$ cat config.mk
export PLATFORM = sky130hd
export DESIGN_NAME = ps2_host_tx
export DESIGN_NICKNAME = d
export VERILOG_FILES = /design/src/rtl/ps2_host_tx.sv
export SDC_FILE = /design/constraint.sdc
export NUM_CORES = 1
export LEC_CHECK = 0
export CAP_MARGIN = 20
export CELL_PAD_IN_SITES_DETAIL_PLACEMENT = 1
export CELL_PAD_IN_SITES_GLOBAL_PLACEMENT = 1
export CORE_MARGIN = 5
export CORE_UTILIZATION = 45
export CTS_BUF_LIST = sky130_fd_sc_hd__clkbuf_4 sky130_fd_sc_hd__clkbuf_8 sky130_fd_sc_hd__clkbuf_16
export CTS_CLUSTER_SIZE = 16
export DETAILED_ROUTE_END_ITERATION = 8
export PLACE_DENSITY = 0.8
export REMOVE_ABC_BUFFERS = 1
export SYNTH_ARGS = -nofsm -noshare
export SYNTH_HDL_FRONTEND = slang
export SYNTH_SLANG_ARGS = --single-unit
$ cat constraint.sdc
create_clock -name clk -period 2.6 [get_ports clk]
set_input_delay 0.39 -clock clk [delete_from_list [all_inputs] [get_ports clk]]
set_output_delay 0.39 -clock clk [all_outputs]
set_load 0.02 [all_outputs]
$ cat src/rtl/ps2_host_tx.sv
// PS/2 host-to-device command transmitter: inhibits the bus, requests to send, then shifts one
// byte out on device clock edges. Optional auto-retry is built when PS2_TX_AUTO_RETRY_EN is defined.
//
// state      | meaning
// IDLE       | lines released, ready for a byte
// INHIBIT    | clock held low for INHIBIT_CYCLES
// RTS        | clock and data low for one cycle (start bit)
// WAIT_CLK   | clock released, waiting for the first device falling edge
// SEND       | bits 0..7, parity, stop presented on successive falls
// ACK        | check the data level sampled on the 11th fall
// WAIT_IDLE  | wait for the bus to return to idle (both lines high)
// DONE       | tx_done pulse
// ERROR      | tx_error pulse, lines released
module ps2_host_tx #(
  parameter int INHIBIT_CYCLES       = 3334,
  parameter int START_TIMEOUT_CYCLES = 500000,
  parameter int FRAME_TIMEOUT_CYCLES = 66667,
  parameter int MAX_RETRIES          = 2
) (
  input  logic       clk,
  input  logic       rst,
  input  logic [7:0] tx_data,
  input  logic       tx_valid,
  output logic       tx_ready,
  input  logic       ps2_clk_in,
  input  logic       ps2_data_in,
  output logic       ps2_clk_oe,
  output logic       ps2_data_oe,
  output logic       busy,
  output logic       tx_done,
  output logic       tx_error
);

  typedef enum logic [3:0] {
    S_IDLE, S_INHIBIT, S_RTS, S_WAIT_CLK, S_SEND, S_ACK, S_WAIT_IDLE, S_DONE, S_ERROR
  } state_t;

  localparam logic [18:0] INH_LAST  = 19'(INHIBIT_CYCLES - 1);
  localparam logic [18:0] START_LIM = 19'(START_TIMEOUT_CYCLES);
  localparam logic [18:0] FRAME_LIM = 19'(FRAME_TIMEOUT_CYCLES);
`ifdef PS2_TX_AUTO_RETRY_EN
  localparam bit RETRY_EN = 1'b1;
`else
  localparam bit RETRY_EN = 1'b0;
`endif

  state_t      state;
  logic [18:0] timer;
  logic [7:0]  tx_byte;
  logic        parity;
  logic [3:0]  idx;
  logic        ack_bit;
  logic [3:0]  retry_cnt;

  logic clk_s1, clk_s2, clk_prev;
  logic data_s1, data_s2;

  always_ff @(posedge clk or posedge rst) begin
    if (rst) begin
      clk_s1   <= 1'b1;
      clk_s2   <= 1'b1;
      clk_prev <= 1'b1;
      data_s1  <= 1'b1;
      data_s2  <= 1'b1;
    end else begin
      clk_s1   <= ps2_clk_in;
      clk_s2   <= clk_s1;
      clk_prev <= clk_s2;
      data_s1  <= ps2_data_in;
      data_s2  <= data_s1;
    end
  end

  logic       fall;
  logic       fail;
  logic       can_retry;
  logic [3:0] next_idx;
  logic       next_oe;

  always_comb begin
    fall      = clk_prev & ~clk_s2;
    can_retry = RETRY_EN && (int'(retry_cnt) < MAX_RETRIES);
    fail      = 1'b0;
    if (state == S_WAIT_CLK && timer >= START_LIM)
      fail = 1'b1;
    if ((state == S_SEND || state == S_ACK || state == S_WAIT_IDLE) && timer >= FRAME_LIM)
      fail = 1'b1;
    if (state == S_ACK && ack_bit)
      fail = 1'b1;
    next_idx = idx + 4'd1;
    next_oe  = 1'b0;
    // Open-drain: a 0 bit is driven low, a 1 bit (and the stop bit) is released.
    if (next_idx <= 4'd7)
      next_oe = ~tx_byte[next_idx[2:0]];
    else if (next_idx == 4'd8)
      next_oe = ~parity;
  end

  always_ff @(posedge clk or posedge rst) begin
    if (rst) begin
      state       <= S_IDLE;
      timer       <= '0;
      tx_byte     <= '0;
      parity      <= 1'b0;
      idx         <= '0;
      ack_bit     <= 1'b1;
      retry_cnt   <= '0;
      ps2_clk_oe  <= 1'b0;
      ps2_data_oe <= 1'b0;
      tx_ready    <= 1'b1;
      busy        <= 1'b0;
      tx_done     <= 1'b0;
      tx_error    <= 1'b0;
    end else begin
      tx_done  <= 1'b0;
      tx_error <= 1'b0;
      if (timer != '1)
        timer <= timer + 19'd1;

      if (fail) begin
        if (can_retry) begin
          retry_cnt   <= retry_cnt + 4'd1;
          timer       <= '0;
          ps2_clk_oe  <= 1'b1;
          ps2_data_oe <= 1'b0;
          state       <= S_INHIBIT;
        end else begin
          ps2_clk_oe  <= 1'b0;
          ps2_data_oe <= 1'b0;
          tx_error    <= 1'b1;
          state       <= S_ERROR;
        end
      end else begin
        case (state)
          S_IDLE: begin
            if (tx_valid) begin
              tx_byte    <= tx_data;
              parity     <= ~^tx_data;
              retry_cnt  <= '0;
              timer      <= '0;
              ps2_clk_oe <= 1'b1;
              tx_ready   <= 1'b0;
              busy       <= 1'b1;
              state      <= S_INHIBIT;
            end
          end
          S_INHIBIT: begin
            if (timer == INH_LAST) begin
              ps2_data_oe <= 1'b1;
              state       <= S_RTS;
            end
          end
          S_RTS: begin
            ps2_clk_oe <= 1'b0;
            timer      <= '0;
            state      <= S_WAIT_CLK;
          end
          S_WAIT_CLK: begin
            if (fall) begin
              idx         <= '0;
              ps2_data_oe <= ~tx_byte[0];
              timer       <= '0;
              state       <= S_SEND;
            end
          end
          S_SEND: begin
            if (fall) begin
              if (idx == 4'd9) begin
                ack_bit <= data_s2;
                state   <= S_ACK;
              end else begin
                idx         <= next_idx;
                ps2_data_oe <= next_oe;
              end
            end
          end
          S_ACK: state <= S_WAIT_IDLE;
          S_WAIT_IDLE: begin
            if (clk_s2 && data_s2) begin
              tx_done <= 1'b1;
              state   <= S_DONE;
            end
          end
          S_DONE, S_ERROR: begin
            tx_ready <= 1'b1;
            busy     <= 1'b0;
            state    <= S_IDLE;
          end
          default: state <= S_IDLE;
        endcase
      end
    end
  end

endmodule
==> flow_summary_export.csv <==
group,metric,value,unit
floorplanning,io_pins,19,
critical_path,worstSetupPathType,"flip-flop to flip-flop",
grt,grtUsageMet1,25.1,%
yosys,ys_ff_latch,48,
yosys,yosys-top-cells-area,"dfrtp_1 (36%), dfstp_2 (6.4%), xnor2_1 (4.6%), nor2_1 (3.8%), mux2_2 (3.1%)",
cells_and_area,fillers,710,
cts,clock_path_buffers,2,
grt,grt_util_met2,32.1,%
yosys,yosys_warnings,0,
cts,cts_root_buf,"clkbuf_8",
cts,insertion_delay,0.31,ns
cts,cts_buffers,5,
critical_path,endpoint_kind,"flip-flop",
yosys,yosysUniqueCellTypes,61,
drt,firstDrtPassIters,4,
power_and_ir_drop,power,1.38,mW
power_and_ir_drop,p_leak,1.36,nW
yosys,avgSynthCellArea,9.85,um^2
critical_path,cp_max_fo,10,
sta,period_needed,2.37,ns
grt,antenna_found_initial,0,
critical_path,crit_buf_inv,0,
sta,rsz0062_at_grt,"false",
yosys,synth_top_area_share,35.8,%
critical_path,crit_family,"simple AND/OR/NAND/NOR gates",
critical_path,worstPathArrival,2.55,ns
sta,setup_viol,0,
grt,grt_pass1_wl,12900,um
cts,cts_resized,0,
place,globalplace.congestion,0.874,
cells_and_area,areaGrowthSynthToFinish,14.1,%
sta,finalClockSkew,0.00762,ns
power_and_ir_drop,p_per_area,422,nW/um^2
sta,setup-tns-final,0,ns
floorplanning,initial_core_util,45.6,%
cts,cts.htree.levels,2,
critical_path,crit_path_max_incr_delay,0.51,ns
sta,fmaxAchievable,422,MHz
critical_path,crit_slowest_cell,"or4_4",
yosys,async_flop_share,100,%
grt,grt_max_degree,23,
flow_run,maxCapViolations,0,
drt,wl,7300,um
cts,cts_tree,"built",
floorplanning,fp-row-count,29,
outcome,status,"completed",
grt,first_global_vias,2519,
yosys,synth_area_leader_cell,"dfrtp_1",
cts,cts_hold_buf,0,
yosys,yosysMostFrequentCell,"dfrtp_1",
grt,grt_use_met3,3.09,%
yosys,syn_area,2870,um^2
cts,path_clk_slew,0.10,ns
drt,vias_per_cell,5.95,
grt,track_usage,19.1,%
floorplanning,dieArea,8060,um^2
cells_and_area,drive_above_1_share,16.8,%
sta,drv_slew,0,
cells_and_area,diodes,0,
yosys,syn_inst,291,
sta,finalCritPeriodShare,91.2,%
drt,wl_per_cell,18.6,um
place,dp_hpwl,5330,um
critical_path,start_kind,"flip-flop",
sta,hold_viol_final,0,
yosys,ys_seq_area_share,42.2,%
place,io_buffer_count,18,
drt,drtIter0Drc,175,
drt,remaining_drc_errors,0,
yosys,synth_top_flop_cell,"dfrtp_1",
sta,worst_slew_pin_slew,0.637,ns
cts,cts.sinks,48,
hold_path,hold_path.class,"input port to async pin",
cts,cts_setup_buffers,0,
critical_path,worstPathRequired,2.78,ns
drt,postRouteAntennaNets,0,
power_and_ir_drop,irDropWorstVdd,0.243,mV
grt,busiest_layer,"met2",
grt,gr-total-overflow,0,
drt,dr_total_vias,2332,
yosys,synthTopCellsByCount,"dfrtp_1 (41), nor2_1 (29), nand2_1 (19), xnor2_1 (15), nor3_1 (12)",
floorplanning,die_h,89.8,um
cells_and_area,layout.nets,334,
floorplanning,core,6280,um^2
floorplanning,die_w,89.8,um
yosys,synth_edf_count,0,
sta,relSlewSlack,57.2,%
critical_path,crit_chain,"or3_1 -> or4_4 -> a41oi_4 -> or2_1 -> o41ai_2",
## per-stage QoR
step	util (%)	hold WS (ns)	setup slack (ns)	instance area [um^2]	std cells
final	52.1	0.308	0.228	3270	392
after floorplan	-	0.345	0.420	2780	276
after global routing	52.1	0.328	0.0684	3270	392
after detailed placement	50.3	0.349	0.249	3160	384
after global placement	50.3	0.351	0.283	3160	384
after CTS	52.1	0.312	0.231	3270	392
## state kept, by name (all words and copies together) (netlist names)
register and count:
timer 19, tx_byte 8, idx 4, state 4, ack_bit 1, busy 1, clk_prev 1, clk_s1 1
clk_s2 1, data_s1 1, data_s2 1, parity 1, ps2_clk_oe 1, ps2_data_oe 1, tx_done 1, tx_error 1
tx_ready 1
## logic make-up after synthesis
group	after synthesis	synth area share, %
xor+xnor	22	6.73
simple gates	120	23.5
mux	14	5.85
fa+ha+maj	7	3.06
buf+inv	24	4.02
flops	48	42.2
compound gates	56	14.6
## metal layers
layer / wire length (um) / part of all wire (%) / up-vias
met4: 111 / 1.5 / 0
met5: 0 / 0 / -
met1: 3260 / 45 / 1170
met2: 3710 / 51 / 46
li1: - / - / 1107
met3: 219 / 3.0 / 9
## layout make-up
type                    instances  area [um^2]  share of cell area, %
multi-input cells             219         1540                   47.1
flip-flops and latches         48         1210                   37.0
repair buffers                 31          278                   8.50
well taps                      77         96.3                   2.95
clock buffers                   5         68.8                   2.10
clock inverters                 3         42.5                   1.30
inverters                       9         33.8                   1.03
## cell usage in the layout (no fill, tap or decap), drive strengths merged, types with 6 or more instances in the layout
| master | instances |
|---|---|
| nor2 | 29 |
| inv | 9 |
| dfrtp | 41 |
| a211oi | 6 |
| nand3 | 8 |
| mux2 | 9 |
| nor3 | 14 |
| a21oi | 11 |
| xnor2 | 15 |
| ha | 7 |
| xor2 | 7 |
| o211ai | 6 |
| nand4 | 6 |
| o21ai | 12 |
| dfstp | 7 |
| nand2 | 19 |
| clkdlybuf4s50 | 18 |
| buf | 13 |
## power by group
group	total (mW)	internal, mW	switching, mW
Clock	0.560	0.285	0.275
Combinational	0.0639	0.0312	0.0327
Sequential	0.756	0.753	0.00243
## worst paths after layout
path                       startpoint  slack, ns   endpoint  cells past startpoint
max                          timer[9]       0.23     idx[3]                      5
min                               rst       0.31   timer[4]                      2
max reg2reg                  timer[9]       0.23     idx[3]                      5
min reg2reg                    clk_s1       0.36     clk_s2                      0
min in group clk               clk_s1       0.36     clk_s2                      0
max in group asynchronous         rst       1.72  timer[14]                      3
No activity file was read; power rests on OpenSTA's default activity.
==> RTL change 1, RTL diff (same flow settings) <==
`RETRY_EN`: 1'b0 -> 1'b1.
--- a/src/rtl/ps2_host_tx.sv
+++ b/src/rtl/ps2_host_tx.sv
@@ -41,7 +41,7 @@
 `ifdef PS2_TX_AUTO_RETRY_EN
   localparam bit RETRY_EN = 1'b1;
 `else
-  localparam bit RETRY_EN = 1'b0;
+  localparam bit RETRY_EN = 1'b1;
 `endif
 
   state_t      state;
Behaviour: same outputs for any inputs over 10 cycles, from zero or initial values and one cycle with rst high; that may be too few to reach the edited logic, so the function may still have changed.
==> RTL change 1 against the original RTL <==
Global-route usage rose by 0.23 points. Cell area increased by 1.0%. Wire length decreased by 6.0%. Sequential cell count increased by 4. Highest routed layer unchanged. Setup slack got worse by 0.058 ns. Area after synthesis shrank 1.2%. Synthesized cell count fell by 0.69%. Non-clock buffer count is 4 higher.
Power is not compared: it rests on default switching activity, and its combinational part moved more than twofold at a synthesized area within 25%.
==> RTL change 1: results (changes against the original RTL) <==
outcome: completed
Seq/total area: 0.397 (+0.0265)
clock buf count: 6 (+1)
worst min path class: reg2reg
routed wl met2: 3400 µm (-8.2%)
invs w/o clock: 11 (+2)
Layout non-clock buf frac: 0.0932 (+0.00822)
met3 wire length: 274 µm (+25%)
Multi-Input Combinational: 215 (-1.8%)
CP Max Fanout: 19 (+9)
reg2reg end: timer[12]$_DFF_PP0_
first-pass GRT wire length: 11800 µm (-8.1%)
crit-path max cell delay: 0.53 ns (+0.02 ns)
Vias: 2329 (-0.13%)
Layout Skew: 0.0107 ns (+0.00306 ns)
worst hold slack: 0.365 ns (+0.0569 ns)
largest net degree at the start of global routing: 30 (+30%)
Non-CTS buffers: 35 (+13%)
register area share after synthesis: 0.463 (+0.0406)
Layout clock area frac: 0.0348 (+0.000788)
worst slew pin tran: 0.617 ns (-0.0198 ns)
syn_area_per_cell: 9.79 µm² (-0.54%)
CP Data Arrival Time: 2.66 ns (+0.11 ns)
HPWL after detailed placement: 5180 µm (-2.8%)
r2r worst-path depth: 6 (+1)
nets@finish: 341 (+2.1%)
==> RTL change 1: changes by cell type after synthesis, sizes merged, moves of 4 or more <==
| cell | change |
|---|---|
| nand3b | +4 |
| xnor2 | -4 |
| or4 | -4 |
| nand2 | +4 |
| xor2 | +4 |
| dfrtp | +4 |
| a211oi | -5 |
| and2 | +4 |
==> RTL change 1: timing repair <==
| action | 4_1_cts | 5_1_grt |
|---|---|---|
| endpoints found under the hold margin | 0 | 0 |
| setup endpoints to repair | 0 | 4 |
| resized for setup | 0 | 2 |
| setup buffers | 0 | 0 |
==> RTL change 1: cells by family (layout without fill, tap and decap cells) <==
logic type | Yosys count | count (layout) | share of synthesized area
AND/OR/NAND/NOR | 121 | 121 | 0.220
flip-flops | 52 | 52 | 0.463
AO/OA/AOI/OAI | 47 | 47 | 0.109
XOR/XNOR | 22 | 22 | 0.0681
buffers and inverters | 22 | 54 | 0.0345
multiplexers | 17 | 17 | 0.0703
adder cells (fa/ha/maj) | 8 | 8 | 0.0354
==> RTL change 2, RTL diff (same flow settings) <==
Without the edit above. The 9 states of `state_t` get a Gray code encoding in 4 bits.
--- a/src/rtl/ps2_host_tx.sv
+++ b/src/rtl/ps2_host_tx.sv
@@ -32,7 +32,7 @@
 );
 
   typedef enum logic [3:0] {
-    S_IDLE, S_INHIBIT, S_RTS, S_WAIT_CLK, S_SEND, S_ACK, S_WAIT_IDLE, S_DONE, S_ERROR
+    S_IDLE = 4'b0000, S_INHIBIT = 4'b0001, S_RTS = 4'b0011, S_WAIT_CLK = 4'b0010, S_SEND = 4'b0110, S_ACK = 4'b0111, S_WAIT_IDLE = 4'b0101, S_DONE = 4'b0100, S_ERROR = 4'b1100
   } state_t;
 
   localparam logic [18:0] INH_LAST  = 19'(INHIBIT_CYCLES - 1);
Formal check against the unedited RTL: same outputs for any inputs over 10 cycles, from zero or initial values and one cycle with rst high; not proved beyond that.
==> RTL change 2 against the original RTL <==
Cell area decreased by 6.2%. Count of clock-buffer cells in the layout increased by 1. Wire length decreased by 11%. Area after synthesis decreased by 5.1%. Via count decreased by 9.7%. Sequential cell count unchanged. Clock skew increased by 0.014 ns. Setup slack improved by 0.044 ns. Die area decreased by 4.5%. Global-route usage decreased by 0.43 points.
Power is not compared: it rests on default switching activity, and its combinational part moved more than twofold at a synthesized area within 25%.
==> RTL change 2: results (changes against the original RTL) <==
syn_area_per_cell: 10.1 µm² (+2.7%)
IO Port Bufs: 18 (unchanged)
Iter 0 DRT Violations: 70 (-60%)
placed cells: 355 (-7.6%)
Yosys cell types: 56 (-8.2%)
largest net degree at the start of global routing: 25 (+8.7%)
vias in the first global route: 2219 (-12%)
DP Area: 0.00293 mm² (-7.2%)
ant diodes: 0 (unchanged)
worst slew pin tran: 0.663 ns (+0.0263 ns)
# Post-CTS Setup Buffers: 0 (unchanged)
Yosys warning count: 0 (unchanged)
crit-path max cell delay: 0.51 ns (about the same)
cts repair resizes: 0 (unchanged)
Clock Tree Root: clkbuf_8
vias per cell: 5.80 (-2.5%)
layout cells sized above 1: 0.160 (-0.00853)
Leak: 1.28 nW
drt total wl: 6470 µm (-11%)
CP Data Arrival Time: 2.52 ns (-0.03 ns)
Vias: 2106 (-9.7%)
GRT met1 Usage: 0.224 (-0.0271)
maximum buffer depth of the clock tree: 2 (unchanged)
GR Layer Usage met3: 0.0339 (+0.00298)
met2 usage: 0.329 (+0.00811)
worst min path class: reg2reg
outcome: completed
total CTS buffers: 5 (unchanged)
Worst-path clk slew: 0.09 ns
HPWL after detailed placement: 4780 µm (-10%)
Layout Skew: 0.0212 ns (+0.0136 ns)
synth cell count leaders: dfrtp_1, nor2_1, nand2_1
first-pass GRT wire length: 11100 µm (-14%)
largest cells by area after synthesis: dfrtp_1, dfstp_2, xnor2_1
register area share after synthesis: 0.445 (+0.0227)
critical path's top delay family: compound AO/OA/AOI/OAI gates
nets@finish: 307 (-8.1%)
CP Max Fanout: 8 (-2)
Final Wtd Congestion: 0.874 (about the same)
Place WS: 0.255 ns (+0.00560 ns)
Total Routing Usage GR: 0.187 (-0.00429)
-- RTL change 2: changes by cell type after synthesis, sizes merged, moves of 3 or more --
cell and change:
a21oi -7, clkbuf -7, a211oi -6, nor2 +4, nor4 +4, o211ai -4, buf +3, mux2i -3
nand2b -3, nand4 +3, or4 -3, or4b -3
-- RTL change 2: layout make-up --
cell class | instances | area [µm²]
well taps | 75 | 93.8
repair buffers | 23 | 218
clock buffers | 6 | 76.3
fillers | 661 | 2820
flip-flops and latches | 48 | 1210
multi-input cells | 199 | 1370
clock inverters | 2 | 60.1
inverters | 10 | 37.5
-- RTL change 2: cells by family after synthesis --
kind of cell	count (synthesis)	share of synthesized area
buffers and inverters	22	0.0506
adders and majority gates	7	0.0322
DFF	48	0.445
AOI/OAI and AO/OA	37	0.103
and+or+nand+nor	119	0.234
muxes	13	0.0617
xor gates and xnor gates	23	0.0741
-- RTL change 2: path summary, 6_finish.rpt --
check / from / slack (ns) / endpoint / depth (start not counted)
max: timer[0]$_DFF_PP0_ / 0.27 / idx[0]$_DFFE_PP0P_ / 6
min: data_s1$_DFF_PP1_ / 0.36 / data_s2$_DFF_PP1_ / 0
max reg2reg: timer[0]$_DFF_PP0_ / 0.27 / idx[0]$_DFFE_PP0P_ / 6
min reg2reg: data_s1$_DFF_PP1_ / 0.36 / data_s2$_DFF_PP1_ / 0
max in group asynchronous: rst / 1.44 / clk_s2$_DFF_PP1_ / 3
min in group asynchronous: rst / 0.44 / tx_error$_DFF_PP0_ / 2
-- RTL change 2: layer usage --
metal,up-vias,wire (µm)
li1,988,-
met1,1064,2770
met2,40,3320
met3,14,218
met4,0,166
met5,-,0
-- RTL change 2: power by group --
part / internal, mW / switching (mW)
Combinational: 0.463 / 0.508
Sequential: 0.929 / 0.203
Clock: 0.395 / 0.262
Total: 1.79 / 0.972
